[src/rtl/muldiv_pkg.sv]
// Shared types and constants for the iterative multiply/divide unit.
package muldiv_pkg;

    typedef enum logic [2:0] {
        S_IDLE,
        S_MUL,
        S_DIV,
        S_FIX,
        S_DONE
    } state_t;

    localparam logic OP_MUL = 1'b0;
    localparam logic OP_DIV = 1'b1;

    localparam int DEF_WIDTH = 32;
    localparam int DEF_CNT_W = 6;

endpackage

[src/rtl/muldiv_nrdiv_step.sv]
// One non-restoring division step on unsigned magnitudes.
module muldiv_nrdiv_step
    import muldiv_pkg::*;
#(
    parameter int WIDTH = DEF_WIDTH
) (
    input  logic [WIDTH+1:0] rem,
    input  logic [WIDTH-1:0] quo,
    input  logic [WIDTH-1:0] dvs,
    output logic [WIDTH+1:0] rem_nxt,
    output logic [WIDTH-1:0] quo_nxt
);

    logic [WIDTH+1:0] shifted;
    logic [WIDTH+1:0] dvs_ext;

    // Two guard bits: the shifted remainder spans [-2*dvs, 2*dvs).
    assign shifted = {rem[WIDTH:0], quo[WIDTH-1]};
    assign dvs_ext = {2'b00, dvs};

    assign rem_nxt = rem[WIDTH+1] ? shifted + dvs_ext
                                  : shifted - dvs_ext;
    assign quo_nxt = {quo[WIDTH-2:0], ~rem_nxt[WIDTH+1]};

endmodule

[src/rtl/muldiv_unit.sv]
// Iterative signed multiply (radix-2 Booth) / divide (non-restoring)
// unit producing a HI/LO result pair with a start/busy/done handshake.
module muldiv_unit
    import muldiv_pkg::*;
#(
    parameter int WIDTH = DEF_WIDTH,
    parameter int CNT_W = DEF_CNT_W
) (
    input  logic             clk,
    input  logic             clr,
    input  logic             start,
    input  logic             op,
    input  logic [WIDTH-1:0] a,
    input  logic [WIDTH-1:0] b,
    output logic             busy,
    output logic             done,
    output logic [WIDTH-1:0] hi,
    output logic [WIDTH-1:0] lo,
    output logic             div_by_zero
);

    state_t           state;
    logic [CNT_W-1:0] cnt;
    logic [WIDTH-1:0] a_r;
    logic [WIDTH:0]   p;
    logic [WIDTH-1:0] q;
    logic             q1;
    logic [WIDTH+1:0] rem;
    logic [WIDTH-1:0] dvs;
    logic             qneg;
    logic             rneg;

    logic             last;
    logic [WIDTH-1:0] a_mag;
    logic [WIDTH-1:0] b_mag;
    logic [WIDTH:0]   a_ext;
    logic [WIDTH:0]   sum;
    logic [WIDTH:0]   p_nxt;
    logic [WIDTH-1:0] q_nxt;
    logic [WIDTH+1:0] rem_nxt;
    logic [WIDTH-1:0] quo_nxt;
    logic [WIDTH-1:0] r_mag;

    assign last  = (cnt == CNT_W'(WIDTH - 1));
    assign a_mag = a[WIDTH-1] ? -a : a;
    assign b_mag = b[WIDTH-1] ? -b : b;

    // P carries one extra sign bit so that P - (-2^(W-1)) cannot overflow.
    assign a_ext = {a_r[WIDTH-1], a_r};

    always_comb begin
        sum = p;
        case ({q[0], q1})
            2'b01:   sum = p + a_ext;
            2'b10:   sum = p - a_ext;
            default: sum = p;
        endcase
    end

    assign p_nxt = {sum[WIDTH], sum[WIDTH:1]};
    assign q_nxt = {sum[0], q[WIDTH-1:1]};

    muldiv_nrdiv_step #(
        .WIDTH (WIDTH)
    ) u_step (
        .rem     (rem),
        .quo     (q),
        .dvs     (dvs),
        .rem_nxt (rem_nxt),
        .quo_nxt (quo_nxt)
    );

    // The final remainder is below dvs, so low-word wrap suffices.
    assign r_mag = rem[WIDTH-1:0] + (rem[WIDTH+1] ? dvs : '0);

    always_ff @(posedge clk or negedge clr) begin
        if (!clr) begin
            state       <= S_IDLE;
            cnt         <= '0;
            a_r         <= '0;
            p           <= '0;
            q           <= '0;
            q1          <= 1'b0;
            rem         <= '0;
            dvs         <= '0;
            qneg        <= 1'b0;
            rneg        <= 1'b0;
            busy        <= 1'b0;
            done        <= 1'b0;
            hi          <= '0;
            lo          <= '0;
            div_by_zero <= 1'b0;
        end else begin
            done <= 1'b0;
            case (state)
                S_IDLE: begin
                    if (start) begin
                        a_r         <= a;
                        p           <= '0;
                        q           <= (op == OP_MUL) ? b : a_mag;
                        q1          <= 1'b0;
                        rem         <= '0;
                        dvs         <= b_mag;
                        qneg        <= a[WIDTH-1] ^ b[WIDTH-1];
                        rneg        <= a[WIDTH-1];
                        cnt         <= '0;
                        busy        <= 1'b1;
                        div_by_zero <= 1'b0;
                        state       <= (op == OP_MUL) ? S_MUL : S_DIV;
                    end
                end
                S_MUL: begin
                    p   <= p_nxt;
                    q   <= q_nxt;
                    q1  <= q[0];
                    cnt <= cnt + 1'b1;
                    if (last) begin
                        hi    <= p_nxt[WIDTH-1:0];
                        lo    <= q_nxt;
                        done  <= 1'b1;
                        state <= S_DONE;
                    end
                end
                S_DIV: begin
                    if (dvs == '0) begin
                        hi          <= a_r;
                        lo          <= '1;
                        div_by_zero <= 1'b1;
                        done        <= 1'b1;
                        state       <= S_DONE;
                    end else begin
                        rem <= rem_nxt;
                        q   <= quo_nxt;
                        cnt <= cnt + 1'b1;
                        if (last) begin
                            state <= S_FIX;
                        end
                    end
                end
                S_FIX: begin
                    hi    <= rneg ? -r_mag : r_mag;
                    lo    <= qneg ? -q : q;
                    done  <= 1'b1;
                    state <= S_DONE;
                end
                S_DONE: begin
                    busy  <= 1'b0;
                    state <= S_IDLE;
                end
                default: begin
                    state <= S_IDLE;
                end
            endcase
        end
    end

endmodule

[config.mk]
export PLATFORM = sky130hd
export DESIGN_NAME = muldiv_unit
export DESIGN_NICKNAME = d
export VERILOG_FILES = /design/src/rtl/muldiv_pkg.sv /design/src/rtl/muldiv_nrdiv_step.sv /design/src/rtl/muldiv_unit.sv
export SDC_FILE = /design/constraint.sdc
export NUM_CORES = 1
export LEC_CHECK = 0
export CAP_MARGIN = 40
export CORE_AREA = 2 2 154 270
export DETAILED_ROUTE_END_ITERATION = 12
export DIE_AREA = 0 0 156 272
export GPL_ROUTABILITY_DRIVEN = 0
export GPL_TIMING_DRIVEN = 1
export PLACE_DENSITY = 0.76
export RECOVER_POWER = 25
export SYNTH_ARGS = -nofsm -noshare
export SYNTH_HDL_FRONTEND = slang
export SYNTH_SLANG_ARGS = --single-unit
[constraint.sdc]
create_clock -name clk -period 14.7 [get_ports clk]
set_input_delay 2.94 -clock clk [delete_from_list [all_inputs] [get_ports clk]]
set_output_delay 2.94 -clock clk [all_outputs]
set_load 0.01 [all_outputs]
==> flow_metrics.tcl <==
set metrics [dict create \
    run_status "finished, violations left" \
    clock_tree.root_cell "sky130_fd_sc_hd__clkbuf_16" \
    finalNonFillerCells 3129 \
    synth_enable_flop_cells 0 \
    max-slew-margin-rel -2.22 \
    chipHeight_um 272 \
    drtAntennaViolNets 0 \
    initial_util 0.494 \
    post_synth_main_area_contributors "sky130_fd_sc_hd__dfrtp_1 (30%), sky130_fd_sc_hd__ha_1 (6.5%), sky130_fd_sc_hd__a21oi_1 (6.4%)" \
    leakage_nw 9.85 \
    critical_path_class "in -> async" \
    io_pins 135 \
    synth_compound_gate_area_share 0.259 \
    post_route_minimum_period_ns 7.44 \
    power_density_mw_per_mm2 253 \
    rsz0062_at_grt "no" \
    track_usage 0.313 \
    synth.distinct_cells 74 \
    timing.critical_path.arrival_ns 8.20 \
    hold_slack_ns 0.465 \
    io_buffer_count 134 \
    multiplexer_area_fraction_after_synthesis 0.0132 \
    slew_violations 117 \
    postSynthCellCount 2573 \
    ir_worst_vdd_mv 0.122 \
    crit_start "clr" \
    synth_area_in_xor_xnor 0.109 \
    cts_repair_resize_count 0 \
    timing.final.setup_violations 0 \
    first_global_vias 19500 \
    via_per_inst 6.43 \
    fp-row-count 98 \
    syn_area_per_cell_um2 7.75 \
    maximum_number_of_pins_on_one_net_before_global_route_repair 92 \
    share_of_post_route_cells_with_drive_strength_above_1 0.0400 \
    postSynthRegisterBits 240 \
    nets 2786 \
    dp_cells 3084 \
    cts.sinks 240 \
    critical_path_capture_point_type "async pin" \
    cts_max_path_buffers 3 \
    syn_nets 2748 \
    worst-path-max-fanout 84 \
    number_of_antenna_violations_at_the_first_check_in_global_routing 2 \
    routed_wire_length_per_instance_um 21.7 \
    num_vias 20100 \
    reg2reg_from "rem[33]$_DFFE_PN0P_" \
    ys_seq_area_frac 0.301 \
    route.final.wire_length_mm 67.8 \
    synth-main-ff-cell "sky130_fd_sc_hd__dfrtp_1" \
    initialDrtViolationCount 1903 \
    postCtsSetupBuffers 0 \
    synth_area_mm2 0.0199 \
    fmaxAchievable_mhz 134 \
    wire_length_of_the_first_global_routing_pass_mm 105 \
    die_width_um 156 \
    h_tree_lvls 1 \
    cts-buffers-inserted 25 \
    hold_start "hi[10]$_DFFE_PN0P_" \
    cts.reportedPaths.clkPinSlew_ns 0.07 \
    synth_largest_type_area_fraction 0.301 \
    synth-simple-area-share 0.206 \
    fin_worst_skew_ns 0.0321 \
    area_growth_syn_to_layout_pct 13.5 \
    critical_path.startpoint_type "input pin" \
    clock_tree_from_tritoncts "done" \
    max-cap-violations 2 \
    firstDrtPassIters 5 \
    violations "max-capacitance violations, max-slew violations" \
    timing.setup.tns_ns 0 \
    yosys.area.top_type "sky130_fd_sc_hd__dfrtp_1" \
    fraction_of_the_mapped_netlist_area_in_adder_cells 0.0683 \
    total_power_mw 5.73 \
    timing.final.hold_violations 0 \
    final.fill_count 3674 \
    cp_data_required_time_ns 15.46 \
    hold_class "reg -> reg" \
    core_area_mm2 0.0403 \
    die_footprint_mm2 0.0424 \
    grt_remaining_overflow 0 \
    main_combinational_cell_family_by_area_after_synthesis "compound AO/OA/AOI/OAI gates" \
    clk-insertion-delay-late_ns 0.59 \
    number_of_warning_messages_in_the_yosys_log 0 \
    worst-slew-pin-transition_ns 4.83 \
    cts.hold.buffers_added 0 \
    final.period_utilization 0.506 \
    drcViolationCount 0 \
    hpwl_mm 50.9 \
    synthArstFlopShare 1.00 \
]
[metrics by stage]
stage,instance area [µm²],worst slack [ns],util
2_1_floorplan,19900,9.20,-
3_3_place_gp,21500,8.22,0.534
3_5_place_dp,21700,8.13,0.539
4_1_cts,22700,8.69,0.562
5_1_grt,22600,6.47,0.561
6_report,22600,7.26,0.561
[routing by layer]
layer | up-vias | share of wire | track usage
li1 | 9288 | - | -
met1 | 9675 | 0.36 | 0.348
met2 | 876 | 0.49 | 0.545
met3 | 288 | 0.067 | 0.0449
met4 | 2 | 0.082 | 0.222
met5 | - | 0.00016 | 0
[power by group]
part | switching [mW] | internal [mW]
registers | 0.403 | 0.954
logic | 2.09 | 1.54
clock network | 0.307 | 0.435
total | 2.80 | 2.93
[cell usage after synthesis, types with 13 or more instances]
cell and number:
sky130_fd_sc_hd__inv_1 69, sky130_fd_sc_hd__nand2b_1 27, sky130_fd_sc_hd__and2_1 35, sky130_fd_sc_hd__xnor2_1 109, sky130_fd_sc_hd__xor2_1 140, sky130_fd_sc_hd__o21a_1 22
sky130_fd_sc_hd__ha_1 104, sky130_fd_sc_hd__a21o_1 43, sky130_fd_sc_hd__a221oi_1 40, sky130_fd_sc_hd__clkbuf_1 135, sky130_fd_sc_hd__or3_1 31, sky130_fd_sc_hd__or4_1 13
sky130_fd_sc_hd__nand3_1 101, sky130_fd_sc_hd__a211oi_1 50, sky130_fd_sc_hd__nor3_1 38, sky130_fd_sc_hd__buf_1 15, sky130_fd_sc_hd__a31oi_1 28, sky130_fd_sc_hd__o31ai_1 44
sky130_fd_sc_hd__o41ai_1 19, sky130_fd_sc_hd__nor2_1 262, sky130_fd_sc_hd__dfrtp_1 240, sky130_fd_sc_hd__mux2i_1 23, sky130_fd_sc_hd__o21ai_0 232, sky130_fd_sc_hd__nand2_1 287
sky130_fd_sc_hd__and3_1 16, sky130_fd_sc_hd__nor2b_1 21, sky130_fd_sc_hd__a21oi_1 256, sky130_fd_sc_hd__nor4_1 17
[registers in the layout, indices dropped and copies added, names as in the netlist, 3 cells and up]
register	cells
dvs	32
a_r	32
p	32
q	32
lo	32
hi	32
cnt	6
state	3
rem	34
[layout by cell type (no fill, tap or decap), types with 8 or more instances in the layout]
cell                              instances
sky130_fd_sc_hd__nand2_1                285
sky130_fd_sc_hd__nor2_1                 261
sky130_fd_sc_hd__a21oi_1                256
sky130_fd_sc_hd__dfrtp_1                240
sky130_fd_sc_hd__o21ai_0                232
sky130_fd_sc_hd__xor2_1                 140
sky130_fd_sc_hd__clkdlybuf4s50_1        131
sky130_fd_sc_hd__xnor2_1                109
sky130_fd_sc_hd__ha_1                   104
sky130_fd_sc_hd__nand3_1                101
sky130_fd_sc_hd__inv_1                   70
sky130_fd_sc_hd__a211oi_1                50
sky130_fd_sc_hd__o31ai_1                 44
sky130_fd_sc_hd__a21o_1                  43
sky130_fd_sc_hd__a221oi_1                40
sky130_fd_sc_hd__nor3_1                  37
sky130_fd_sc_hd__and2_1                  35
sky130_fd_sc_hd__or3_1                   31
sky130_fd_sc_hd__a31oi_1                 28
sky130_fd_sc_hd__nand2b_1                27
sky130_fd_sc_hd__clkbuf_16               25
sky130_fd_sc_hd__mux2i_1                 23
sky130_fd_sc_hd__o21a_1                  22
sky130_fd_sc_hd__buf_4                   21
sky130_fd_sc_hd__nor2b_1                 20
sky130_fd_sc_hd__o41ai_1                 19
sky130_fd_sc_hd__nor4_1                  17
sky130_fd_sc_hd__and3_1                  16
sky130_fd_sc_hd__or4_1                   13
sky130_fd_sc_hd__nand4_1                 12
sky130_fd_sc_hd__o211ai_1                12
sky130_fd_sc_hd__o22ai_1                 11
sky130_fd_sc_hd__o21bai_1                 9
sky130_fd_sc_hd__a31o_2                   9
sky130_fd_sc_hd__a21boi_0                 8
sky130_fd_sc_hd__a211o_1                  8
[cells by family after synthesis]
| family | Yosys count |
|---|---|
| muxes | 26 |
| xor gates and xnor gates | 249 |
| DFF | 240 |
| adders and majority gates | 107 |
| AOI/OAI and AO/OA | 834 |
| buffers and inverters | 227 |
| and+or+nand+nor | 890 |
[path summary, 6_finish.rpt]
kind	slack, ns	cells after the start	to
max in group clk	8.56	11	q[28]$_DFFE_PN0P_
hold reg to reg	0.46	2	hi[10]$_DFFE_PN0P_
hold / removal	0.46	2	hi[10]$_DFFE_PN0P_
setup / recovery	7.26	5	lo[11]$_DFFE_PN0P_
min in group asynchronous	4.11	1	rem[32]$_DFFE_PN0P_
setup reg to reg	8.82	15	hi[29]$_DFFE_PN0P_
[area by class of cell]
type                       count  area (µm²)  share of cell area
timing repair buffer         166        1680              0.0744
clock inverter                15         254              0.0112
multi-input combinational   2106       13100               0.580
sequential                   240        6010               0.265
tap                          500         626              0.0277
antenna                        1        2.50            0.000111
clock buffer                  29         671              0.0296
inverter                      72         270              0.0119
[critical path, cell delays in order]
cell and delay [ns]:
sky130_fd_sc_hd__clkbuf_1 3.32, sky130_fd_sc_hd__clkbuf_1 0.62, sky130_fd_sc_hd__buf_16 0.37, sky130_fd_sc_hd__buf_4 0.47, sky130_fd_sc_hd__buf_16 0.33
No activity file was read; power rests on OpenSTA's default activity.
